**src/rtl/ifmap_loader.sv**
```systemverilog
// ifmap_loader: accepts a valid/ready pixel stream and scatters it across
// INPUT_NUM_MEM feature RAM banks, one full feature map per bank, in
// map-major order. Every accepted pixel becomes a one-cycle port-A write
// pulse on the following cycle.
module ifmap_loader #(
   parameter int DATA_WIDTH       = 16,
   parameter int INPUT_NUM_MEM    = 4,
   parameter int IN_FEATURE_WIDTH = 16,
   parameter int ADDR_WIDTH       = 8
) (
   input  logic                     clock,
   input  logic                     reset_n,
   input  logic                     start,
   input  logic                     in_valid,
   input  logic [DATA_WIDTH-1:0]    in_data,
   output logic                     in_ready,
   output logic [INPUT_NUM_MEM-1:0] in_feature_wren_a_all,
   output logic [ADDR_WIDTH-1:0]    in_feature_address_a,
   output logic [DATA_WIDTH-1:0]    in_feature_data_a,
   output logic                     busy,
   output logic                     load_done
);

   localparam int NPIX   = IN_FEATURE_WIDTH * IN_FEATURE_WIDTH;
   localparam int BANK_W = (INPUT_NUM_MEM > 1) ? $clog2(INPUT_NUM_MEM) : 1;

   localparam logic [ADDR_WIDTH-1:0] LAST_PIX  = ADDR_WIDTH'(NPIX - 1);
   localparam logic [BANK_W-1:0]     LAST_BANK = BANK_W'(INPUT_NUM_MEM - 1);

   typedef enum logic [1:0] {
      IDLE = 2'd0,
      LOAD = 2'd1,
      DONE = 2'd2
   } state_t;

   state_t                     state_q, state_d;
   logic [ADDR_WIDTH-1:0]      pix_cnt_q, pix_cnt_d;
   logic [BANK_W-1:0]          bank_cnt_q, bank_cnt_d;
   logic [INPUT_NUM_MEM-1:0]   wren_q, wren_d;
   logic [ADDR_WIDTH-1:0]      addr_q, addr_d;
   logic [DATA_WIDTH-1:0]      data_q, data_d;
   logic                       load_done_q, load_done_d;
   logic                       xfer;

   // Next-state logic: FSM transitions, pixel/bank counting and write capture.
   always_comb begin
      // NOTE: every variable gets a default before any branch, so no path can
      // leave one unassigned and infer a latch.
      state_d     = state_q;
      pix_cnt_d   = pix_cnt_q;
      bank_cnt_d  = bank_cnt_q;
      addr_d      = addr_q;
      data_d      = data_q;
      wren_d      = '0;
      load_done_d = 1'b0;
      xfer        = in_valid && (state_q == LOAD);

      unique case (state_q)
         IDLE: begin
            if (start) begin
               state_d    = LOAD;
               pix_cnt_d  = '0;
               bank_cnt_d = '0;
            end
         end
         LOAD: begin
            // start is deliberately ignored while a load is in progress
            if (xfer) begin
               if (pix_cnt_q == LAST_PIX) begin
                  pix_cnt_d = '0;
                  if (bank_cnt_q == LAST_BANK) begin
                     state_d = DONE;
                  end else begin
                     bank_cnt_d = bank_cnt_q + 1'b1;
                  end
               end else begin
                  pix_cnt_d = pix_cnt_q + 1'b1;
               end
            end
         end
         DONE: begin
            // load_done holds until a new start, which clears it on the same edge
            load_done_d = !start;
            if (start) begin
               state_d    = LOAD;
               pix_cnt_d  = '0;
               bank_cnt_d = '0;
            end
         end
         default: state_d = IDLE;
      endcase

      // The write is launched from the counters as they stood at the transfer edge.
      for (int k = 0; k < INPUT_NUM_MEM; k++) begin
         wren_d[k] = xfer && (bank_cnt_q == BANK_W'(k));
      end
      if (xfer) begin
         addr_d = pix_cnt_q;
         data_d = in_data;
      end
   end

   // State and output registers; reset also kills any write pulse launched on the prior edge.
   always_ff @(posedge clock or negedge reset_n) begin
      // NOTE: all registers here are control/pipeline flops, so every one is
      // reset; non-blocking assignments keep the update order-independent.
      if (!reset_n) begin
         state_q     <= IDLE;
         pix_cnt_q   <= '0;
         bank_cnt_q  <= '0;
         wren_q      <= '0;
         addr_q      <= '0;
         data_q      <= '0;
         load_done_q <= 1'b0;
      end else begin
         state_q     <= state_d;
         pix_cnt_q   <= pix_cnt_d;
         bank_cnt_q  <= bank_cnt_d;
         wren_q      <= wren_d;
         addr_q      <= addr_d;
         data_q      <= data_d;
         load_done_q <= load_done_d;
      end
   end

   assign in_ready              = (state_q == LOAD);
   assign busy                  = (state_q == LOAD);
   assign load_done             = load_done_q;
   assign in_feature_wren_a_all = wren_q;
   assign in_feature_address_a  = addr_q;
   assign in_feature_data_a     = data_q;

endmodule

```
**config.mk**
```make
export PLATFORM = sky130hd
export DESIGN_NAME = ifmap_loader
export DESIGN_NICKNAME = d
export VERILOG_FILES = /design/src/rtl/ifmap_loader.sv
export SDC_FILE = /design/constraint.sdc
export NUM_CORES = 1
export LEC_CHECK = 0
export CORE_ASPECT_RATIO = 0.9
export CORE_MARGIN = 5
export CORE_UTILIZATION = 40
export CTS_CLUSTER_SIZE = 16
export DETAILED_ROUTE_END_ITERATION = 10
export PLACE_DENSITY = 0.73
export RECOVER_POWER = 25
export SYNTH_ARGS = -nofsm -noshare
export SYNTH_HDL_FRONTEND = slang
export SYNTH_SLANG_ARGS = --single-unit
```
**constraint.sdc**
```tcl
create_clock -name clock -period 2.3 [get_ports clock]
set_input_delay 0.46 -clock clock [delete_from_list [all_inputs] [get_ports clock]]
set_output_delay 0.46 -clock clock [all_outputs]
set_load 0.02 [all_outputs]
```
**Yosys cells after proc, flatten, opt, wreduce, memory -nomap -nowiden**

Index checks and enable logic that the tools add are counted.

- Logic and storage cells: 48
- Memory bits (read-only): 0
- Bits in latches: 0
- Flip-flop bits (word level): 41
- RAM bits: 0
- Memories kept: 0

- Equality and inequality tests: 11
- $add $sub $neg: 2
- Reductions and logical operators: 13
- Multipliers: 0
- Muxes and demuxes: 15
- Shift-type cells: 0
- Divide/modulo/power cells: 0
- Bitwise operators: 0
- Order comparisons: 0

Operators with widths:

| cell | number |
|---|---|
| $mux W8 | 3 |
| $mux W2 | 8 |
| $pmux W8 S2 | 1 |
| $add A8 B1 Y8 const B | 1 |
| $eq A8 B8 Y1 const B | 1 |
| $ne A2 B1 Y1 const B | 4 |
| $pmux W2 S2 | 2 |
| $eq A2 B2 Y1 const B | 3 |
| $logic_and A1 B1 Y1 | 5 |
| $reduce_and A5 Y1 | 1 |
| $eq A2 B1 Y1 const B | 2 |
| $logic_not A2 Y1 | 2 |
| $reduce_and A4 Y1 | 1 |
| $reduce_and A3 Y1 | 1 |
| $add A2 B1 Y2 const B | 1 |
| $ne A2 B2 Y1 const B | 1 |
| $reduce_bool A2 Y1 | 1 |
| $reduce_or A2 Y1 | 1 |
| $logic_not A1 Y1 | 1 |
| $mux W1 | 1 |

**Depth between registers and ports, before layout**

Gate-level depths: netlist of run 1.

- Word-level depth: 5
- Gate-level depth with buffers: 6
- Gate-level depth less buffers: 5

**Worst setup path after synthesis of run 1**

No wires, ideal clock.

- Kind: reg-to-output
- Start point: register state_q[0]
- End point: output port in_ready
- Data required time: 1.840 ns
- Arrival time: 1.021 ns
- Buffers on the path: 1
- Path slack: 0.819 ns
- Stages on the path, launching flop included: 4
- Cells stage by stage: dfrtp_1 -> inv_1 -> nor2_1 -> buf_4

- Cells in the longest elaborated chain, start to end: 1

RTL lines:

| element | line | text |
|---|---|---|
| start, declared | 36 | `state_t state_q, state_d;` |
| start signal, assigned | 116 | `state_q <= state_d;` |
| $eq A2 B1 Y1 | -- |  |
| end, declared | 16 | `output logic in_ready,` |

No other way between the ends.

**Worst setup path after layout of run 1**

- Start point: register state_q[0]
- End point: output port busy

- Cells in the longest elaborated chain, start to end: 1

RTL lines:

| element | line | text |
|---|---|---|
| $eq A2 B1 Y1 | 127 | `assign busy = (state_q == LOAD);` |
| end, declared | 20 | `output logic busy,` |

No other way between the ends.

==> flow_summary_export.csv, run 1 <==
group,metric,value,unit
setup_path,worstPathRequired,1.84,ns
setup_path,cp-end-kind,"primary output",
global_routing,overflow,0,
yosys,async_flop_share,1.00,
floorplanning,initial_utilization,0.418,
timing,max_freq,482,MHz
clocking,cts-root-buf,"clkbuf_8",
route,first_iter_violations,86,
yosys,synth.distinct_cells,31,
final_layout,layout_commonest_cell,"nand2_1",
timing,finClkSkew,0.00558,ns
global_routing,grt_max_degree,28,
pwr,ir_worst_vdd,339,uV
setup_path,cp-start-kind,"flip-flop",
yosys,synth.avg_cell_area,9.59,um^2
outcome,status,"complete, no violations",
yosys,ys_warn_count,0,
final_layout,fillerInstances,369,
clocking,cts_tree,"done",
clocking,clkSlewWorstSetupHoldPaths,0.08,ns
job,cap_violations,0,
yosys,syn_area,0.00173,mm^2
pwr,power.density,830,mW/mm^2
clocking,clk_latency,0.29,ns
setup_path,r2r-end,"bank_cnt_q[0]$_DFFE_PN0P_",
route,vias,1363,
setup_path,r2r_cells,5,
timing,hold_viol_final,0,
route,ant_nets,0,
clocking,htree_levels,2,
timing,min_period,2.08,ns
route,avgRoutedWirePerCell,13.1,um
timing,worst_slew_pin_slew,1.42,ns
yosys,yosysTopAreaCell,"dfrtp_1",
setup_path,crit_arrival,1.62,ns
floorplanning,core_area,0.00413,mm^2
timing,rsz0062_at_grt,"no",
floorplanning,dieArea,0.00573,mm^2
final_layout,fin_nets,259,
route,via_per_inst,4.82,
final_layout,syn_to_final_growth,38.1,%
placement,place.gp.congestion,0.830,
yosys,synth_seq_area_share,0.595,
yosys,synthCells,180,
route,drc_errors,0,
timing,whs,0.476,ns
timing,slew-limit-headroom,0.0503,
clocking,cts.sinks,41,
floorplanning,die_h,72.3,um
setup_path,crit_end,"busy",
floorplanning,rows,22,
timing,fin_setup_tns,0,ns
global_routing,grt_usage,0.141,
clocking,numCtsBuffers,5,
clocking,cts_resized,0,
setup_path,reg2reg_slack,0.65,ns
yosys,synth_seq_cells,41,
global_routing,antenna_found_initial,0,
yosys,ys.flop_type,"dfrtp_1",
placement,hpwl,2700,um
timing,drv_slew,0,
global_routing,grt_pass1_vias,1399,
final_layout,final_cell_mix,"81 x nand2_1, 49 x clkdlybuf4s50_1, 41 x dfrtp_1",
placement,numPortBuffers,50,
global_routing,grt_pass1_wl,6360,um
setup_path,crit_path_start,"state_q[0]$_DFFE_PN0P_",
clocking,clk_path_buf_depth,2,
clocking,cts_setup_buffers,0,
route,dr.pass1.iters,4,
setup_path,criticalPathCategory,"reg -> out",
final_layout,drive_above_1_share,0.0553,
setup_path,crit-reg2reg-launch,"pix_cnt_q[0]$_DFFE_PN0P_",
timing,fin_crit_sh,0.903,
final_layout,num_antenna_cells,0,
setup_path,cp_max_fo,7,
timing,setup_violations,0,
worst_hold_path,hp-class,"reg -> reg",
floorplanning,die_w,79.2,um
clocking,hold_buffers,0,
pwr,power,1.98,mW
yosys,synthTopCellsByArea,"dfrtp_1 59%, nand2_1 18%, ha_1 3.6%",
yosys,synth_top_area_share,0.595,
pwr,power_leakage,1.18,nW
route,wl,3710,um
floorplanning,io_pins,51,
yosys,synth_edf_count,0,
yosys,syn-num-nets,205,
worst max-delay path, stage by stage, from the launching register on:
cell,delay [ns]
dfrtp_1,0.43
inv_1,0.09
nor2_1,0.17
clkdlybuf4s50_1,0.64
cell families (layout without fill, tap and decap cells):
group,after synthesis,after routing,share of synthesized area
xor gates and xnor gates,6,6,0.0305
and+or+nand+nor,107,107,0.265
AOI/OAI and AO/OA,10,10,0.0421
buffers and inverters,11,66,0.0312
DFF,41,41,0.595
adders and majority gates,5,5,0.0363
stage by stage:
step / instances / worst slack (ns) / util / instance area (um^2)
6_report: 283 / 0.224 / 0.577 / 2380
4_1_cts: 283 / 0.219 / 0.578 / 2390
2_1_floorplan: 180 / 0.819 / - / 1730
3_5_place_dp: 275 / 0.336 / 0.551 / 2280
5_1_grt: 283 / 0.112 / 0.577 / 2380
3_3_place_gp: 275 / 0.397 / 0.551 / 2280
power breakdown:
| group | switching [mW] | internal [mW] | total, mW |
|---|---|---|---|
| clock network | 0.247 | 0.325 | 0.572 |
| registers | 0.0962 | 0.828 | 0.924 |
| logic | 0.256 | 0.225 | 0.481 |
| total | 0.599 | 1.38 | 1.98 |
metal layers:
| layer | track usage | part of all wire | up-vias |
|---|---|---|---|
| li1 | - | - | 677 |
| met1 | 0.191 | 0.49 | 638 |
| met5 | 0 | 0 | - |
| met2 | 0.224 | 0.44 | 43 |
| met3 | 0.0310 | 0.064 | 5 |
| met4 | 0.0515 | 0.011 | 0 |
synthesized netlist by cell type (all sizes together), types with 2 or more instances:
library cell / count
a22o: 2
and2: 4
and3: 2
buf: 7
dfrtp: 41
ha: 5
inv: 3
nand2: 81
nand3: 3
nor2: 8
o21ai: 2
xnor2: 2
xor2: 4
registers in the layout, indices dropped and copies added (netlist names):
name / flops
bank_cnt_q: 2
in_feature_wren_a_all: 4
in_feature_data_a: 16
load_done: 1
in_feature_address_a: 8
state_q: 2
pix_cnt_q: 8
layout make-up:
type                       count  area, um^2  area share
timing repair buffer          55         528       0.222
multi-input combinational    128         646       0.271
tap                           48        60.1      0.0252
clock inverter                 3        43.8      0.0184
clock buffer                   5        68.8      0.0289
sequential                    41        1030       0.430
inverter                       3        11.3     0.00472
how the worst min path moves through the flow:
stage | from | to | slack [ns] | depth (start not counted)
2_1_floorplan | reset_n | bank_cnt_q[0]$_DFFE_PN0P_ | 0.16 | 0
3_3_place_gp | in_feature_data_a[1]$_DFFE_PN0P_ | in_feature_data_a[1]$_DFFE_PN0P_ | 0.46 | 2
3_5_place_dp | in_feature_data_a[12]$_DFFE_PN0P_ | in_feature_data_a[12]$_DFFE_PN0P_ | 0.46 | 2
4_1_cts | reset_n | in_feature_data_a[10]$_DFFE_PN0P_ | 0.18 | 1
5_1_grt | in_feature_data_a[2]$_DFFE_PN0P_ | in_feature_data_a[2]$_DFFE_PN0P_ | 0.50 | 2
6_report | in_feature_data_a[12]$_DFFE_PN0P_ | in_feature_data_a[12]$_DFFE_PN0P_ | 0.48 | 2
(Power assumes the default switching activity.)
==> run 2, diff against run 1 <==
- CORE_UTILIZATION: 40 -> 50
- PLACE_DENSITY: 0.73 -> 0.88
==> run 2 against run 1 <==
Compared with the run above:
- wire length is 1.0% lower
- flip-flop and latch count stayed put
- sequential share of layout area is 0.48 points higher
- setup slack better by 0.0091 ns
- combinational power hardly changed
- critical path type unchanged
- critical endpoint is now in_ready
- largest cell class unchanged
==> flow_summary_export.csv, run 2 (synthesis gave the netlist of run 1 again) <==
group,metric,value,unit
outcome,status,"complete, no violations",
clocking,cts-root-buf,"clkbuf_8",
floorplanning,io_pins,51,
placement,hpwl,2720,um
pwr,power_frac_seq,0.497,
global_routing,grt_max_degree,35,
timing,finClkSkew,0.00528,ns
global_routing,gr-usage-met1,0.221,
placement,pre_cts_ws,0.372,ns
clocking,clk_latency,0.29,ns
timing,setup_slack,0.233,ns
setup_path,reg2reg_slack,0.67,ns
pwr,switching_share,0.319,
worst_hold_path,hp-class,"in -> async",
route,ant_nets,0,
pwr,power.density,787,mW/mm^2
floorplanning,initial_utilization,0.515,
global_routing,overflow,0,
route,vias,1385,
placement,place.gp.congestion,0.829,
setup_path,slowest_stage,"clkdlybuf4s50_1",
setup_path,crit_chain,"inv_1 > nor2_1 > clkdlybuf4s50_1",
pwr,ir_worst_vdd,470,uV
route,avgRoutedWirePerCell,13.2,um
job,cap_violations,0,
clocking,hold_buffers,0,
setup_path,criticalPathCategory,"reg -> out",
route,wl,3670,um
timing,drv_slew,0,
final_layout,num_antenna_cells,0,
final_layout,fin_nets,258,
timing,max_freq,484,MHz
pwr,clkPwrFrac,0.245,
pwr,intPower,1.26,mW
global_routing,antenna_found_initial,0,
route,via_per_inst,4.98,
floorplanning,core_area,0.00335,mm^2
floorplanning,rows,20,
setup_path,cp-end-kind,"primary output",
timing,whs,0.416,ns
global_routing,grt_pass1_vias,1440,
clocking,cts.sinks,41,
setup_path,cp-start-kind,"flip-flop",
clocking,htree_levels,2,
final_layout,syn_to_final_growth,36.6,%
global_routing,grt_usage,0.177,
timing,slew-limit-headroom,0.168,
final_layout,final_cell_count_no_fill,278,
timing,fin_crit_sh,0.899,
final_layout,final_cell_mix,"81 x nand2_1, 49 x clkdlybuf4s50_1, 41 x dfrtp_1",
clocking,clkSlewWorstSetupHoldPaths,0.08,ns
pwr,comb_power_share,0.258,
clocking,cts_tree,"done",
clocking,numCtsBuffers,5,
setup_path,cp_max_fo,7,
timing,setup_violations,0,
timing,rsz0062_at_grt,"no",
setup_path,cpPeakStageDelay,0.64,ns
floorplanning,die_h,65.7,um
route,drc_errors,0,
timing,fin_setup_tns,0,ns
global_routing,grt.busiest_layer,"met2",
global_routing,groute.layer.met2.usage,0.290,
pwr,power_leakage,1.16,nW
final_layout,layout_commonest_cell,"nand2_1",
global_routing,grtUsageMet3,0.0489,
placement,numPortBuffers,50,
pwr,power,1.86,mW
clocking,clk_path_buf_depth,2,
setup_path,worstPathRequired,1.84,ns
setup_path,crit_arrival,1.61,ns
clocking,cts_setup_buffers,0,
placement,dp_cells,270,
floorplanning,die_w,71.9,um
timing,min_period,2.07,ns
final_layout,drive_above_1_share,0.0513,
final_layout,largest_reg_flops,16,
route,first_iter_violations,70,
route,dr.pass1.iters,4,
timing,hold_viol_final,0,
floorplanning,dieArea,0.00473,mm^2
pwr,p_switching,592,uW
timing,worst_slew_pin_slew,1.25,ns
clocking,cts_resized,0,
global_routing,grt_pass1_wl,6430,um
==> run 2: cell count changes in the layout (fill, tap and decap cells not counted) <==
cell	before	now
buf_4	4	2
clkinvlp_4	0	1
bufinv_16	1	0
inv_6	1	0
clkinv_2	1	2
buf_12	0	1
==> run 2: metrics by stage <==
stage | instance area [um^2] | utilization
2_1_floorplan | 1730 | -
3_3_place_gp | 2280 | 0.679
3_5_place_dp | 2280 | 0.679
4_1_cts | 2360 | 0.704
5_1_grt | 2360 | 0.703
6_report | 2360 | 0.703
==> run 2: final timing paths <==
path,to,start,depth (start not counted)
hold / removal,in_feature_data_a[13]$_DFFE_PN0P_,reset_n,1
max in group asynchronous,in_feature_data_a[8]$_DFFE_PN0P_,reset_n,2
setup reg to reg,bank_cnt_q[0]$_DFFE_PN0P_,pix_cnt_q[0]$_DFFE_PN0P_,5
hold reg to reg,in_feature_data_a[6]$_DFFE_PN0P_,in_feature_data_a[6]$_DFFE_PN0P_,2
min in group clock,in_feature_data_a[6]$_DFFE_PN0P_,in_feature_data_a[6]$_DFFE_PN0P_,2
setup / recovery,in_ready,state_q[0]$_DFFE_PN0P_,3
==> run 2: final cells by class <==
class | instances | area, um^2
sequential | 41 | 1030
fill | 256 | 996
multi-input combinational | 128 | 646
timing repair buffer | 54 | 533
clock buffer | 5 | 68.8
tap | 44 | 55.1
clock inverter | 3 | 17.5
inverter | 3 | 11.3
==> run 2: critical path: cells and delay by family, from the launching register on <==
kind | cells | cell delay (ns)
flops | 1 | 0.42
buf+inv | 2 | 0.73
simple gates | 1 | 0.17
==> run 2: power by group through the flow <==
stage	sequential (mW)	clock, mW	combinational [mW]
6_report	0.921	0.455	0.479
5_1_grt	0.939	0.500	0.528
4_1_cts	0.921	0.466	0.488
3_5_place_dp	0.935	0	0.487
3_3_place_gp	0.931	0	0.477
2_1_floorplan	1.01	0	0.154
==> run 2: layer usage <==
metal  vias up  part of all wire  routed length, um
li1        677                 -                  -
met1       653              0.44               1620
met5         -                 0                  0
met4         0             0.016                 57
met2        49              0.47               1730
met3         6             0.072                265
==> run 3, diff against run 2 <==
- REMOVE_ABC_BUFFERS: unset -> 1
==> run 3 against run 2 <==
Compared with the run above:
- power is 3.4% higher
- sequential share of layout area shrank 0.41 points
- critical endpoint unchanged
- wire length decreased by 0.79%
- final area up 0.96%
- largest cell class unchanged
- sequential power about the same
- first-iteration DRC count up 30%
- clock skew up 0.0041 ns
- critical path depth is the same
- final cell count is 0.36% higher
- fmax is 0.54% lower
- largest power group unchanged
- utilization up 0.67 points
- critical path type unchanged
- clock power is 14% higher
==> flow_summary_export.csv, run 3 (synthesis gave the netlist of run 1 again) <==
group,metric,value,unit
outcome,status,"complete, no violations",
pwr,power.density,806,mW/mm^2
clocking,clk_latency,0.29,ns
floorplanning,die_h,65.7,um
setup_path,cp_max_fo,7,
setup_path,worstPathRequired,1.84,ns
clocking,clkSlewWorstSetupHoldPaths,0.08,ns
global_routing,grt_max_degree,35,
job,cap_violations,0,
placement,numPortBuffers,50,
final_layout,drive_above_1_share,0.0511,
timing,min_period,2.08,ns
route,first_iter_violations,91,
timing,fin_setup_tns,0,ns
route,ant_nets,0,
route,avgRoutedWirePerCell,13.0,um
timing,rsz0062_at_grt,"no",
route,vias,1390,
clocking,hold_buffers,0,
clocking,numCtsBuffers,5,
clocking,cts_setup_buffers,0,
clocking,cts-root-buf,"clkbuf_8",
floorplanning,initial_utilization,0.515,
route,wl,3640,um
final_layout,fillerInstances,252,
timing,slew-limit-headroom,0.504,
global_routing,grt_pass1_vias,1433,
pwr,power_leakage,1.17,nW
floorplanning,die_w,71.9,um
global_routing,grt_usage,0.173,
floorplanning,core_area,0.00335,mm^2
placement,hpwl,2720,um
timing,setup_slack,0.221,ns
clocking,cts.sinks,41,
pwr,ir_worst_vdd,459,uV
timing,max_freq,481,MHz
timing,worst_slew_pin_slew,0.743,ns
setup_path,crit_arrival,1.62,ns
clocking,htree_levels,2,
final_layout,final_cell_mix,"81 x nand2_1, 49 x clkdlybuf4s50_1, 41 x dfrtp_1",
clocking,cts_resized,0,
timing,drv_slew,0,
floorplanning,io_pins,51,
timing,setup_violations,0,
worst_hold_path,hp-class,"in -> async",
global_routing,overflow,0,
route,dr.pass1.iters,4,
setup_path,cp-start-kind,"flip-flop",
floorplanning,rows,20,
placement,place.gp.congestion,0.820,
final_layout,layout_commonest_cell,"nand2_1",
route,via_per_inst,4.98,
route,drc_errors,0,
setup_path,criticalPathCategory,"reg -> out",
timing,hold_viol_final,0,
global_routing,antenna_found_initial,0,
clocking,cts_tree,"done",
final_layout,syn_to_final_growth,37.9,%
final_layout,num_antenna_cells,0,
placement,pre_cts_ws,0.393,ns
global_routing,grt_pass1_wl,6400,um
final_layout,fin_nets,259,
timing,fin_crit_sh,0.904,
setup_path,cp-end-kind,"primary output",
clocking,clk_path_buf_depth,2,
final_layout,largest_reg_flops,16,
floorplanning,dieArea,0.00473,mm^2
timing,finClkSkew,0.00936,ns
run 3: final cells by class:
class                      count  area (um^2)  share of cell area
clock buffer                   7         96.3              0.0405
inverter                       3         11.3             0.00473
clock inverter                 1         8.76             0.00368
timing repair buffer          55          537               0.226
sequential                    41         1030               0.431
multi-input combinational    128          646               0.271
tap                           44         55.1              0.0231
run 3: metal layers:
metal  global-route usage  wire length, um
met4               0.0516               22
met2                0.296             1760
met3               0.0474              258
met1                0.214             1600
met5                    0                0
run 3: final timing paths:
check | from | to | slack, ns | cells past startpoint
setup / recovery | state_q[0]$_DFFE_PN0P_ | in_ready | 0.22 | 3
hold / removal | reset_n | load_done$_DFF_PN0_ | 0.20 | 1
setup reg to reg | pix_cnt_q[0]$_DFFE_PN0P_ | bank_cnt_q[0]$_DFFE_PN0P_ | 0.68 | 5
hold reg to reg | in_feature_address_a[1]$_DFFE_PN0P_ | in_feature_address_a[1]$_DFFE_PN0P_ | 0.48 | 2
max in group asynchronous | reset_n | pix_cnt_q[4]$_DFFE_PN0P_ | 0.99 | 2
min in group clock | in_feature_address_a[1]$_DFFE_PN0P_ | in_feature_address_a[1]$_DFFE_PN0P_ | 0.48 | 2
run 3: power by group:
group / internal [mW] / switching (mW)
Clock: 0.277 / 0.240
Sequential: 0.828 / 0.0961
Combinational: 0.227 / 0.251
Total: 1.33 / 0.587
run 3: worst max-delay path, stage by stage (launching register included):
cell and delay [ns]:
dfrtp_1 0.43, inv_1 0.10, nor2_1 0.17, clkdlybuf4s50_1 0.64
run 3: per-stage QoR:
step	util	cells	total power, mW	instance area [um^2]	hold WS, ns
6_report	0.710	279	1.92	2380	0.200
5_1_grt	0.710	279	2.03	2380	0.263
4_1_cts	0.712	279	1.94	2390	0.0571
3_5_place_dp	0.681	271	1.42	2280	0.369
3_3_place_gp	0.681	271	1.41	2280	0.370
2_1_floorplan	-	172	1.15	1680	0.164
